<file path="config.mk">
export PLATFORM = sky130hd
export DESIGN_NAME = fetch_ctrl_flat
export DESIGN_NICKNAME = d
export VERILOG_FILES = /design/src/rtl/fetch_ctrl_if.sv /design/src/rtl/fetch_ctrl.sv /design/src/flat_wrapper.sv
export SDC_FILE = /design/constraint.sdc
export NUM_CORES = 1
export LEC_CHECK = 0
export BUFFER_PORTS_ARGS = -buffer_cell sky130_fd_sc_hd__buf_4
export CAP_MARGIN = 20
export CORE_AREA = 2 2 39 41
export DETAILED_ROUTE_END_ITERATION = 10
export DIE_AREA = 0 0 41 43
export PLACE_DENSITY = 0.57
export SLEW_MARGIN = 20
export SYNTH_ARGS = -nofsm -noshare
export SYNTH_HDL_FRONTEND = slang
export SYNTH_SLANG_ARGS = --single-unit
</file>
<file path="constraint.sdc">
create_clock -name clk -period 2.4 [get_ports clk]
set_input_delay 0.36 -clock clk [delete_from_list [all_inputs] [get_ports clk]]
set_output_delay 0.36 -clock clk [all_outputs]
set_load 0.05 [all_outputs]
</file>
<file path="src/rtl/fetch_ctrl_if.sv">
// Fetch-stage control bundle: pc_sel encoding package plus the request/control interface.
// Perf counter signals exist only when FETCH_CTRL_PERF_EN is defined.
package fetch_ctrl_pkg;
  localparam int PC_SEL_WIDTH = 2;
  localparam logic [PC_SEL_WIDTH-1:0] PC_SEL_PLUS_FOUR = 2'd0;
  localparam logic [PC_SEL_WIDTH-1:0] PC_SEL_BRANCH    = 2'd1;
  localparam logic [PC_SEL_WIDTH-1:0] PC_SEL_STALL     = 2'd2;
endpackage

interface fetch_ctrl_if;
  import fetch_ctrl_pkg::*;

  logic                    br_taken_exe;
  logic                    stall_req;
  logic                    halt_req;
  logic                    resume;
  logic [PC_SEL_WIDTH-1:0] pc_sel;
  logic                    flush_decode;
  logic                    flush_exe;
  logic                    stall_decode;
  logic                    halted;
`ifdef FETCH_CTRL_PERF_EN
  logic [31:0]             perf_stall_cnt;
  logic [31:0]             perf_flush_cnt;
  logic [31:0]             perf_redirect_cnt;
`endif

  // Master is the pipeline raising requests; slave is the controller.
  modport master (
    output br_taken_exe, stall_req, halt_req, resume,
    input  pc_sel, flush_decode, flush_exe, stall_decode, halted
`ifdef FETCH_CTRL_PERF_EN
    , input perf_stall_cnt, perf_flush_cnt, perf_redirect_cnt
`endif
  );

  modport slave (
    input  br_taken_exe, stall_req, halt_req, resume,
    output pc_sel, flush_decode, flush_exe, stall_decode, halted
`ifdef FETCH_CTRL_PERF_EN
    , output perf_stall_cnt, perf_flush_cnt, perf_redirect_cnt
`endif
  );
endinterface

</file>
<file path="src/rtl/fetch_ctrl.sv">
// Fetch sequencing controller: reset hold, branch redirect/flush window, halt, load-use stall.
// Optional performance counters are enabled with FETCH_CTRL_PERF_EN.
module fetch_ctrl
  import fetch_ctrl_pkg::*;
#(
  parameter int FLUSH_CYCLES      = 1,
  parameter int RESET_HOLD_CYCLES = 2
) (
  input  logic         clk,
  input  logic         rst_n,
  fetch_ctrl_if.slave  fc_if
);

  typedef enum logic [1:0] {HOLD, RUN, FLUSH, HALT} state_t;

  localparam logic [3:0] HOLD_RELOAD  = 4'(RESET_HOLD_CYCLES - 1);
  // The redirect cycle itself is the first flush cycle, so the window reload is one less.
  localparam logic [3:0] FLUSH_RELOAD = (FLUSH_CYCLES > 1) ? 4'(FLUSH_CYCLES - 2) : 4'd0;

  state_t                  state_q, state_d;
  logic [3:0]              cnt_q, cnt_d;
  logic [PC_SEL_WIDTH-1:0] pc_sel_d;
  logic                    flush_decode_d, flush_exe_d, stall_decode_d, halted_d;

  always_ff @(posedge clk or negedge rst_n) begin
    if (!rst_n) begin
      state_q <= HOLD;
      cnt_q   <= HOLD_RELOAD;
    end else begin
      state_q <= state_d;
      cnt_q   <= cnt_d;
    end
  end

  always_comb begin
    state_d        = state_q;
    cnt_d          = cnt_q;
    pc_sel_d       = PC_SEL_PLUS_FOUR;
    flush_decode_d = 1'b0;
    flush_exe_d    = 1'b0;
    stall_decode_d = 1'b0;
    halted_d       = 1'b0;
    case (state_q)
      HOLD: begin
        pc_sel_d       = PC_SEL_STALL;
        flush_decode_d = 1'b1;
        if (cnt_q == 4'd0) state_d = RUN;
        else               cnt_d   = cnt_q - 4'd1;
      end
      RUN: begin
        if (fc_if.br_taken_exe) begin
          pc_sel_d       = PC_SEL_BRANCH;
          flush_decode_d = 1'b1;
          flush_exe_d    = 1'b1;
          if (FLUSH_CYCLES > 1) begin
            state_d = FLUSH;
            cnt_d   = FLUSH_RELOAD;
          end
        end else if (fc_if.halt_req) begin
          pc_sel_d       = PC_SEL_STALL;
          flush_decode_d = 1'b1;
          state_d        = HALT;
        end else if (fc_if.stall_req) begin
          pc_sel_d       = PC_SEL_STALL;
          stall_decode_d = 1'b1;
          flush_exe_d    = 1'b1;
        end
      end
      FLUSH: begin
        flush_decode_d = 1'b1;
        // Halt/stall requests here come from squashed instructions.
        if (fc_if.br_taken_exe) begin
          pc_sel_d    = PC_SEL_BRANCH;
          flush_exe_d = 1'b1;
          cnt_d       = FLUSH_RELOAD;
        end else if (cnt_q == 4'd0) begin
          state_d = RUN;
        end else begin
          cnt_d = cnt_q - 4'd1;
        end
      end
      HALT: begin
        pc_sel_d       = PC_SEL_STALL;
        flush_decode_d = 1'b1;
        halted_d       = 1'b1;
        if (fc_if.resume) state_d = RUN;
      end
      default: begin
        state_d = HOLD;
        cnt_d   = HOLD_RELOAD;
      end
    endcase
  end

  assign fc_if.pc_sel       = pc_sel_d;
  assign fc_if.flush_decode = flush_decode_d;
  assign fc_if.flush_exe    = flush_exe_d;
  assign fc_if.stall_decode = stall_decode_d;
  assign fc_if.halted       = halted_d;

`ifdef FETCH_CTRL_PERF_EN
  logic [31:0] perf_stall_q, perf_flush_q, perf_redirect_q;

  always_ff @(posedge clk or negedge rst_n) begin
    if (!rst_n) begin
      perf_stall_q    <= 32'd0;
      perf_flush_q    <= 32'd0;
      perf_redirect_q <= 32'd0;
    end else begin
      if (state_q == RUN && stall_decode_d)
        perf_stall_q <= perf_stall_q + 32'd1;
      if (flush_decode_d && state_q != HOLD && state_q != HALT)
        perf_flush_q <= perf_flush_q + 32'd1;
      if (pc_sel_d == PC_SEL_BRANCH)
        perf_redirect_q <= perf_redirect_q + 32'd1;
    end
  end

  assign fc_if.perf_stall_cnt    = perf_stall_q;
  assign fc_if.perf_flush_cnt    = perf_flush_q;
  assign fc_if.perf_redirect_cnt = perf_redirect_q;
`endif

endmodule

</file>
<file path="src/flat_wrapper.sv">
// flat-port wrapper written by rule: the top's interface ports become plain ports
module fetch_ctrl_flat import fetch_ctrl_pkg::*;
#(
  parameter int FLUSH_CYCLES      = 1,
  parameter int RESET_HOLD_CYCLES = 2
)
  (clk, rst_n, fc_if_br_taken_exe, fc_if_stall_req, fc_if_halt_req, fc_if_resume, fc_if_pc_sel, fc_if_flush_decode, fc_if_flush_exe, fc_if_stall_decode, fc_if_halted);
  fetch_ctrl_if fc_if_i ();
  input  logic clk;
  input  logic rst_n;
  input wire logic [$bits(fc_if_i.br_taken_exe)-1:0] fc_if_br_taken_exe;
  input wire logic [$bits(fc_if_i.stall_req)-1:0] fc_if_stall_req;
  input wire logic [$bits(fc_if_i.halt_req)-1:0] fc_if_halt_req;
  input wire logic [$bits(fc_if_i.resume)-1:0] fc_if_resume;
  output wire logic [$bits(fc_if_i.pc_sel)-1:0] fc_if_pc_sel;
  output wire logic [$bits(fc_if_i.flush_decode)-1:0] fc_if_flush_decode;
  output wire logic [$bits(fc_if_i.flush_exe)-1:0] fc_if_flush_exe;
  output wire logic [$bits(fc_if_i.stall_decode)-1:0] fc_if_stall_decode;
  output wire logic [$bits(fc_if_i.halted)-1:0] fc_if_halted;
  assign fc_if_i.br_taken_exe = fc_if_br_taken_exe;
  assign fc_if_i.stall_req = fc_if_stall_req;
  assign fc_if_i.halt_req = fc_if_halt_req;
  assign fc_if_i.resume = fc_if_resume;
  assign fc_if_pc_sel = fc_if_i.pc_sel;
  assign fc_if_flush_decode = fc_if_i.flush_decode;
  assign fc_if_flush_exe = fc_if_i.flush_exe;
  assign fc_if_stall_decode = fc_if_i.stall_decode;
  assign fc_if_halted = fc_if_i.halted;
  fetch_ctrl #(.FLUSH_CYCLES(FLUSH_CYCLES), .RESET_HOLD_CYCLES(RESET_HOLD_CYCLES)) u_core (.clk(clk), .rst_n(rst_n), .fc_if(fc_if_i));
endmodule
</file>
* After elaboration in Yosys (flattened, before gate mapping) *
Index checks and enable logic that the tools add are counted.

storage, ports and cells
  bits of input ports = 6
  logic and storage cells = 41
  register bits after elaboration = 6

operators by class
  reductions and logical operators = 6
  add/subtract/negate cells = 1
  equality and inequality tests = 7
  mux-type cells = 25

operators with widths
  kind                   number
  $mux W2                8
  $mux W1                10
  $mux W4                2
  $ne A2 B2 Y1 const B   4
  $pmux W2 S4            1
  $pmux W4 S2            1
  $pmux W2 S3            1
  $eq A2 B2 Y1 const B   2
  $logic_not A4 Y1       1
  $pmux W1 S2            2
  $reduce_and A4 Y1      1
  $sub A4 B1 Y4 const B  1
  $reduce_or A3 Y1       1
  $eq A2 B1 Y1 const B   1
  $logic_not A2 Y1       1
  $reduce_bool A2 Y1     1
  $reduce_or A2 Y1       1

* Longest topological paths before layout *
Gate-level depths: netlist of run 1.

  depth in word-level cells = 4
  mapped depth = 5
  mapped depth without buffers = 5

* Worst setup path before layout of run 1 *
Ideal clock, no wire load.

  kind = reg2out
  start point = reg u_core.state_q[1]
  end point = out fc_if_flush_exe
  stages on the path, launching flop included = 6
  buffers on the path = 0
  data arrival time = 2.183 ns
  required time = 2.040 ns
  path slack = -0.143 ns
  path through = dfrtp_1 -> inv_1 -> ha_1 -> nand2b_1 -> or2_2 -> a21boi_0

on the way
  cells in the longest elaborated chain, start to end = 2

RTL lines
  what                                                 line                text
  start: declaration                                   fetch_ctrl.sv:20    state_t state_q, state_d;
  start signal: assignment                             fetch_ctrl.sv:30    state_q <= state_d;
  $eq A2 B2 Y1 / $eq A2 B1 Y1 (equally long branches)  fetch_ctrl.sv:43    case (state_q)
  $pmux W1 S2 (*)                                      fetch_ctrl.sv:43
  end: declaration                                     flat_wrapper.sv:17  output wire logic [$bits(fc_if_i.flush_exe)-1:0] fc_if_flush_exe;

Mark *: on every way between the ends. The rest lies on a longest branch, timed or not.

* Worst setup path after layout of run 1 *
Same ends and word-level chain as after synthesis.

==> results_tabular.tex, run 1 <==
\begin{tabular}{lr}
\hline
Metric & Value \\
\hline
\multicolumn{2}{l}{\textbf{STA}} \\
RSZ-0062 raised after global routing & false \\
Top achievable clock speed & 479.1 MHz \\
Actual slew at the worst max-slew pin & 367.7 ps \\
Max\_slew headroom & 75.38\% \\
Fin crit share & 86.97\% \\
Setup tns final & 0 ps \\
Final hold viol count & 0 \\
Clock period minus worst slack & 2087 ps \\
Final Slew Violations & 0 \\
Number of setup violations in the final report & 0 \\
Final Hold Slack & 453.9 ps \\
Clock tree skew after final layout & 8.211 ps \\
\multicolumn{2}{l}{\textbf{Layout}} \\
Number of standard cells in the layout, taps in and fillers out & 84 \\
Final Core Density & 44.21\% \\
Count of antenna diodes in the layout & 0 \\
Number of nets in the layout & 80 \\
Share of cells above drive strength 1 & 27.94\% \\
Area growth syn-to-layout & 29.37\% \\
\multicolumn{2}{l}{\textbf{Power}} \\
Overall power after layout & 682.6 uW \\
Share of power burned in the clock network & 14.4\% \\
Logic gate share of total power & 57.8\% \\
Switching power summed over all nets & 323.8 uW \\
Switching share of power & 47.44\% \\
Worst voltage drop across the vdd grid & 477.3 uV \\
Static leakage power & 0.0003008 uW \\
Register share of total power & 27.8\% \\
Internal power contribution & 358.7 uW \\
Power per cell area & 1116 mW/mm2 \\
\multicolumn{2}{l}{\textbf{Die}} \\
Floorplan die area & 0.001763 mm2 \\
Die Y & 43 um \\
Boundary pin count & 12 \\
Initial Util & 34.18\% \\
Floorplan Core Area & 0.001384 mm2 \\
Chip Width & 41 um \\
Cell row count & 14 \\
\multicolumn{2}{l}{\textbf{Synthesis}} \\
Dominant combinational cell family by area after synthesis & compound AO/OA/AOI/OAI gates \\
Share of async-settable or async-resettable flops after synthesis & 100.0\% \\
Post-synthesis sequential area ratio & 32.01\% \\
Share of the synthesized area in compound gates (AO/OA/AOI/OAI) & 23.81\% \\
EDFF count, synth & 0 \\
Mux contribution to synthesized area & 4.233\% \\
Simple logic cell fraction of the synthesized area & 21.96\% \\
Library cell with the largest summed area after synthesis & sky130\_fd\_sc\_hd\_\_dfrtp\_1 \\
Synthesized instance count & 52 \\
Total of warnings raised by yosys & 0 \\
Leading post-synthesis cells by cell area & sky130\_fd\_sc\_hd\_\_dfrtp\_1, sky130\_fd\_sc\_hd\_\_ha\_1, sky130\_fd\_sc\_hd\_\_dfstp\_2 \\
Post-synthesis share of cell area spent on full adders, half adders and majority gates & 13.23\% \\
Syn Nets & 63 \\
Most frequently used cell type in the post-synthesis netlist & sky130\_fd\_sc\_hd\_\_inv\_1 \\
Netlist area before placement & 473.0 um2 \\
Yosys top cell area share & 26.46\% \\
Ys flop type & sky130\_fd\_sc\_hd\_\_dfrtp\_1 \\
Cell types with the highest counts after synthesis & sky130\_fd\_sc\_hd\_\_inv\_1, sky130\_fd\_sc\_hd\_\_dfrtp\_1, sky130\_fd\_sc\_hd\_\_ha\_1, sky130\_fd\_sc\_hd\_\_o21ai\_0 \\
Flops \& latches, synth & 6 \\
Xor and xnor area share after synthesis & 0\% \\
Synthesized area per cell & 9.095 um2 \\
Count of unique library cells instantiated by Yosys & 23 \\
\multicolumn{2}{l}{\textbf{GRT}} \\
All-Layer GR Usage & 12.64\% \\
Number of antenna violations at the first check in global routing & 0 \\
Maximum number of pins on one net before global-route repair & 8 \\
Via count of the first global-routing pass & 375 \\
Overall overflow remaining after global route & 0 \\
Wire length of the first global-routing pass & 1538 um \\
\multicolumn{2}{l}{\textbf{Setup path}} \\
Capturing element type of the critical path & primary output \\
Arrival time of data at the critical path endpoint & 1730 ps \\
Crit Path Max Fanout & 5 \\
Startpoint class of the critical path & register \\
Kind of critical path & reg2out \\
Required time of the critical path & 2040 ps \\
\multicolumn{2}{l}{\textbf{Clock network}} \\
Clk root buf & sky130\_fd\_sc\_hd\_\_clkbuf\_4 \\
CTS-repair resized insts & 0 \\
Maximum count of clock buffers along a single path & 2 \\
Clock tree from TritonCTS & done \\
Total clock buffers created by CTS & 3 \\
Clock-pin slew reported for the worst setup and hold paths after clock tree synthesis & 50 ps \\
CTS H-Tree Depth & 1 \\
Clock Sinks & 6 \\
Latest clock arrival within the worst-skew pair & 240 ps \\
\multicolumn{2}{l}{\textbf{Drt}} \\
Via-to-Cell Ratio & 5.071 \\
Antenna-violating nets left & 0 \\
Vias & 426 \\
Detailed Routing Iterations Pass 1 & 4 \\
Detailed-route wire length & 938 um \\
Average wire per cell in the routed design & 11.17 um \\
Final routed DRC violation total & 0 \\
First-iteration detailed-routing DRC count & 8 \\
\multicolumn{2}{l}{\textbf{Hold path}} \\
Path class of the lowest-slack min-delay path & in2async \\
\multicolumn{2}{l}{\textbf{Flow run}} \\
Number of max-cap violations & 0 \\
\multicolumn{2}{l}{\textbf{Placement}} \\
Total half-perimeter wirelength after legalization and detailed placement & 733.4 um \\
Placer congestion estimate & 0.7887 \\
Quantity of I/O buffers inserted on ports & 11 \\
DP Cell Count & 79 \\
\multicolumn{2}{l}{\textbf{Status}} \\
Outcome & finished clean \\
\hline
\end{tabular}
[stage by stage]
stage,setup slack (ps),instance area [um2]
4_1_cts,295.0,611.8
2_1_floorplan,159.8,473.0
3_5_place_dp,578.9,575.6
5_1_grt,166.7,611.8
6_report,312.7,611.8
3_3_place_gp,615.5,575.6
[power groups by stage]
stage	clock [uW]	combinational, uW	sequential, uW
floorplan	0	300	181
finish	98.5	395	190
global route	109	436	198
CTS	107	399	189
detailed placement	0	396	191
global placement	0	397	190
[metal layers]
| metal | track usage (%) | vias up | routed length, um |
|---|---|---|---|
| met1 | 18.09 | 203 | 443 |
| met2 | 18.13 | 5 | 483 |
| met5 | 0 | - | 0 |
| met4 | 8.000 | 0 | 0 |
| met3 | 0 | 0 | 11 |
| li1 | - | 218 | - |
[cell families after synthesis]
group | Yosys count
buffers and inverters | 6
muxes | 2
adders and majority gates | 5
AOI/OAI and AO/OA | 17
DFF | 6
and+or+nand+nor | 16
[cell usage in the layout (no fill, tap or decap)]
master and n:
sky130_fd_sc_hd__a211oi_2 1, sky130_fd_sc_hd__a21boi_1 1, sky130_fd_sc_hd__a21o_1 2, sky130_fd_sc_hd__a21oi_1 4, sky130_fd_sc_hd__and2_1 1, sky130_fd_sc_hd__and3b_1 1, sky130_fd_sc_hd__buf_4 11, sky130_fd_sc_hd__clkbuf_1 1
sky130_fd_sc_hd__clkbuf_4 3, sky130_fd_sc_hd__dfrtp_1 5, sky130_fd_sc_hd__dfstp_2 1, sky130_fd_sc_hd__dlygate4sd3_1 1, sky130_fd_sc_hd__ha_1 5, sky130_fd_sc_hd__inv_1 6, sky130_fd_sc_hd__mux2i_1 2, sky130_fd_sc_hd__nand2b_1 4
sky130_fd_sc_hd__nand3b_1 1, sky130_fd_sc_hd__nor2_1 2, sky130_fd_sc_hd__nor3_1 1, sky130_fd_sc_hd__nor3b_2 1, sky130_fd_sc_hd__o21ai_0 5, sky130_fd_sc_hd__o21bai_1 1, sky130_fd_sc_hd__o22a_1 1, sky130_fd_sc_hd__o22ai_1 1
sky130_fd_sc_hd__o311a_1 1, sky130_fd_sc_hd__or2_2 2, sky130_fd_sc_hd__or3_1 3
[layout make-up]
type,count,area (um2)
fillers,148,772.0
multi-input cells,40,299.0
flip-flops and latches,6,151.4
repair buffers,12,92.59
clock buffers,4,26.28
inverters,6,22.52
well taps,16,20.02
[sequential cells by signal (all words and copies together) (netlist names)]
register	count
u_core.cnt_q	4
u_core.state_q	2
[worst max-delay path: stages (launching register included)]
cell,delay (ps)
sky130_fd_sc_hd__dfrtp_1,400
sky130_fd_sc_hd__inv_1,100
sky130_fd_sc_hd__ha_1,240
sky130_fd_sc_hd__nand2b_1,110
sky130_fd_sc_hd__or2_2,280
sky130_fd_sc_hd__a21boi_1,140
sky130_fd_sc_hd__buf_4,210
[final timing paths]
path / startpoint / endpoint / slack (ps) / depth (start not counted)
worst min register to register: u_core.cnt_q[0]$_DFFE_PN1P_ / u_core.cnt_q[0]$_DFFE_PN1P_ / 510 / 2
worst max-delay path: u_core.state_q[1]$_DFFE_PN0P_ / fc_if_flush_exe / 310 / 6
worst max register to register: u_core.cnt_q[0]$_DFFE_PN1P_ / u_core.state_q[1]$_DFFE_PN0P_ / 800 / 5
max in group asynchronous: rst_n / u_core.cnt_q[0]$_DFFE_PN1P_ / 1740 / 2
min in group clk: fc_if_br_taken_exe / u_core.cnt_q[0]$_DFFE_PN1P_ / 470 / 3
worst min-delay path: rst_n / u_core.state_q[1]$_DFFE_PN0P_ / 450 / 2
[repair_timing]
| item | CTS | global route |
|---|---|---|
| hold buffers | 1 | 0 |
| endpoints found under the hold margin | 5 | 0 |
| buffers inserted | 0 | 0 |
No activity file was read; power rests on OpenSTA's default activity.
==> run 2: changes to the inputs <==
- clock period: 2.4 -> 2 ns (I/O delays scaled with it)
==> run 2 against run 1 <==
Against the previous run:
- cell area rose by 5.7%
- routed wire length is 2.2% lower
- worst setup slack got worse by 230 ps
- count of clock-buffer cells in the layout stayed put
- critical path type unchanged
- largest power group unchanged
==> results_tabular.tex, run 2 (synthesis results as in run 1) <==
\begin{tabular}{lr}
\hline
Metric & Value \\
\hline
\multicolumn{2}{l}{\textbf{Drt}} \\
Detailed Routing Iterations Pass 1 & 4 (unchanged) \\
Vias & 434 (+1.9\%) \\
First-iteration detailed-routing DRC count & 6 (-2) \\
Detailed-route wire length & 917 um (-2.2\%) \\
Antenna-violating nets left & 0 (unchanged) \\
Average wire per cell in the routed design & 10.66 um (-4.5\%) \\
Via-to-Cell Ratio & 5.047 (-0.49\%) \\
Final routed DRC violation total & 0 (unchanged) \\
\multicolumn{2}{l}{\textbf{Layout}} \\
Area taken by flip-flops and latches & 152.6 um2 (+0.83\%) \\
Number of nets in the layout & 82 (+2.5\%) \\
Most common library cell in the layout ignoring fill and taps & sky130\_fd\_sc\_hd\_\_buf\_4 \\
Area growth syn-to-layout & 36.77\% \\
Area of the multi-input gates & 317.8 um2 (+6.3\%) \\
Most frequent cells in the layout & sky130\_fd\_sc\_hd\_\_buf\_4, sky130\_fd\_sc\_hd\_\_inv\_1 \\
Top reg by flops & u\_core.cnt\_q \\
Fillcell total & 138 (-6.8\%) \\
Share of cells above drive strength 1 & 37.14\% (+9.2 points) \\
Final Core Density & 46.75\% (+2.5 points) \\
Flip-flop count of the largest register, all copies and words added & 4 (unchanged) \\
Largest registers & u\_core.cnt\_q (4), u\_core.state\_q (2) \\
Count of antenna diodes in the layout & 0 (unchanged) \\
Number of standard cells in the layout, taps in and fillers out & 86 (+2.4\%) \\
\multicolumn{2}{l}{\textbf{Setup path}} \\
Crit path max-delay family & flip-flops \\
Crit Path Max Fanout & 5 (unchanged) \\
Capturing element type of the critical path & primary output \\
Longest individual stage delay on the worst path & 400 ps (about the same) \\
Cells along the critical path & inv\_2, ha\_4, nand2b\_1, or2\_2, a21boi\_1, buf\_4 \\
Kind of critical path & reg2out \\
Arrival time of data at the critical path endpoint & 1610 ps (-120 ps) \\
Required time of the critical path & 1700 ps (-340 ps) \\
Startpoint class of the critical path & register \\
CP bufs+invs & 2 (unchanged) \\
Critical path's slowest cell & sky130\_fd\_sc\_hd\_\_dfrtp\_1 \\
\multicolumn{2}{l}{\textbf{Clock network}} \\
Clk root buf & sky130\_fd\_sc\_hd\_\_clkbuf\_4 \\
Maximum count of clock buffers along a single path & 2 (unchanged) \\
Clock-pin slew reported for the worst setup and hold paths after clock tree synthesis & 50 ps (about the same) \\
Clock tree from TritonCTS & done \\
Latest clock arrival within the worst-skew pair & 250 ps (about the same) \\
CTS H-Tree Depth & 1 (unchanged) \\
Clock Sinks & 6 (unchanged) \\
Total clock buffers created by CTS & 3 (unchanged) \\
\multicolumn{2}{l}{\textbf{Power}} \\
Worst voltage drop across the vdd grid & 665.5 uV (+39\%) \\
Static leakage power & 0.0003113 uW (+3.5\%) \\
Power per cell area & 1338 mW/mm2 (+20\%) \\
Overall power after layout & 865.2 uW (+27\%) \\
\multicolumn{2}{l}{\textbf{Placement}} \\
DP Cell Count & 79 (unchanged) \\
Total half-perimeter wirelength after legalization and detailed placement & 684.9 um (-6.6\%) \\
Quantity of I/O buffers inserted on ports & 11 (unchanged) \\
Placer congestion estimate & 0.7938 (+0.65\%) \\
\multicolumn{2}{l}{\textbf{GRT}} \\
Wire length of the first global-routing pass & 1469 um (-4.5\%) \\
Overall overflow remaining after global route & 0 (unchanged) \\
All-Layer GR Usage & 12.15\% (-0.49 points) \\
Number of antenna violations at the first check in global routing & 0 (unchanged) \\
Via count of the first global-routing pass & 375 (unchanged) \\
Maximum number of pins on one net before global-route repair & 8 (unchanged) \\
\multicolumn{2}{l}{\textbf{STA}} \\
Fin crit share & 95.66\% \\
Final hold viol count & 0 (unchanged) \\
Top achievable clock speed & 522.7 MHz \\
Clock tree skew after final layout & 8.831 ps (+0.6201 ps) \\
Actual slew at the worst max-slew pin & 353.2 ps (-14.51 ps) \\
Final Slew Violations & 0 (unchanged) \\
Number of setup violations in the final report & 0 (unchanged) \\
Max\_slew headroom & 76.35\% (+0.97 points) \\
Clock period minus worst slack & 1913 ps \\
\multicolumn{2}{l}{\textbf{Die}} \\
Die Y & 43 um (unchanged) \\
Floorplan die area & 0.001763 mm2 (unchanged) \\
Boundary pin count & 12 (unchanged) \\
Cell row count & 14 (unchanged) \\
Chip Width & 41 um (unchanged) \\
Floorplan Core Area & 0.001384 mm2 (unchanged) \\
Initial Util & 34.18\% (unchanged) \\
\multicolumn{2}{l}{\textbf{Hold path}} \\
Path class of the lowest-slack min-delay path & in2async \\
\multicolumn{2}{l}{\textbf{Flow run}} \\
Number of max-cap violations & 0 (unchanged) \\
\multicolumn{2}{l}{\textbf{Status}} \\
Outcome & finished clean \\
\hline
\end{tabular}
## run 2: stage by stage
| stage | hold WS (ps) | setup TNS (ps) | area [um2] | setup WS [ps] |
|---|---|---|---|---|
| 3_5_place_dp | 108.0 | 0 | 578.1 | 242.6 |
| 2_1_floorplan | 4.409 | -113.6 | 475.5 | -113.6 |
| 6_report | 390.3 | 0 | 646.9 | 86.78 |
| 3_3_place_gp | 107.2 | 0 | 578.1 | 275.6 |
| 4_1_cts | 371.5 | 0 | 626.9 | 16.60 |
| 5_1_grt | 386.8 | -22.82 | 646.9 | -22.82 |
## run 2: path summary, 6_finish.rpt
check,end,cells after the start,slack (ps),start
worst max-delay path,fc_if_flush_exe,6,90,u_core.state_q[1]$_DFFE_PN0P_
worst max register to register,u_core.state_q[0]$_DFFE_PN0P_,5,410,u_core.cnt_q[0]$_DFFE_PN1P_
worst min-delay path,u_core.state_q[1]$_DFFE_PN0P_,2,390,rst_n
worst min register to register,u_core.cnt_q[0]$_DFFE_PN1P_,2,520,u_core.cnt_q[0]$_DFFE_PN1P_
min in group clk,u_core.cnt_q[0]$_DFFE_PN1P_,3,410,fc_if_br_taken_exe
max in group asynchronous,u_core.cnt_q[0]$_DFFE_PN1P_,2,1400,rst_n
## run 2: routing by layer
metal / global-route usage, % / share of wire (%) / vias up
met2: 18.75 / 52 / 8
met4: 8.000 / 1.6 / 0
li1: - / - / 224
met5: 0 / 0 / -
met3: 1.571 / 1.6 / 2
met1: 14.85 / 45 / 200
## run 2: worst register-to-register path, stage by stage (launching register included)
cell                      delay, ps
sky130_fd_sc_hd__dfstp_2        550
sky130_fd_sc_hd__inv_1           50
sky130_fd_sc_hd__ha_1           210
sky130_fd_sc_hd__nor3b_2        200
sky130_fd_sc_hd__o311a_1        310
sky130_fd_sc_hd__a21o_1         170
## run 2: cell type report
type	instances	area share (%)
Tap cell	16	3.095
Inverter	6	3.482
Clock buffer	4	4.062
Timing Repair Buffer	14	16.63
Sequential cell	6	23.60
Multi-Input combinational cell	40	49.13
## run 2: repair_timing
action,4_1_cts,5_1_grt
setup endpoints to repair,1,2
endpoints found under the hold margin,5,0
cloned,0,0
hold buffers,1,0
setup buffers,0,2
resized for setup,3,3
## run 2: power breakdown
group          switching, uW  total, uW  leakage (uW)  internal, uW
Clock                   44.3        120     0.0000150          75.6
Sequential              49.0        226     0.0000690           177
Combinational            306        520      0.000227           213
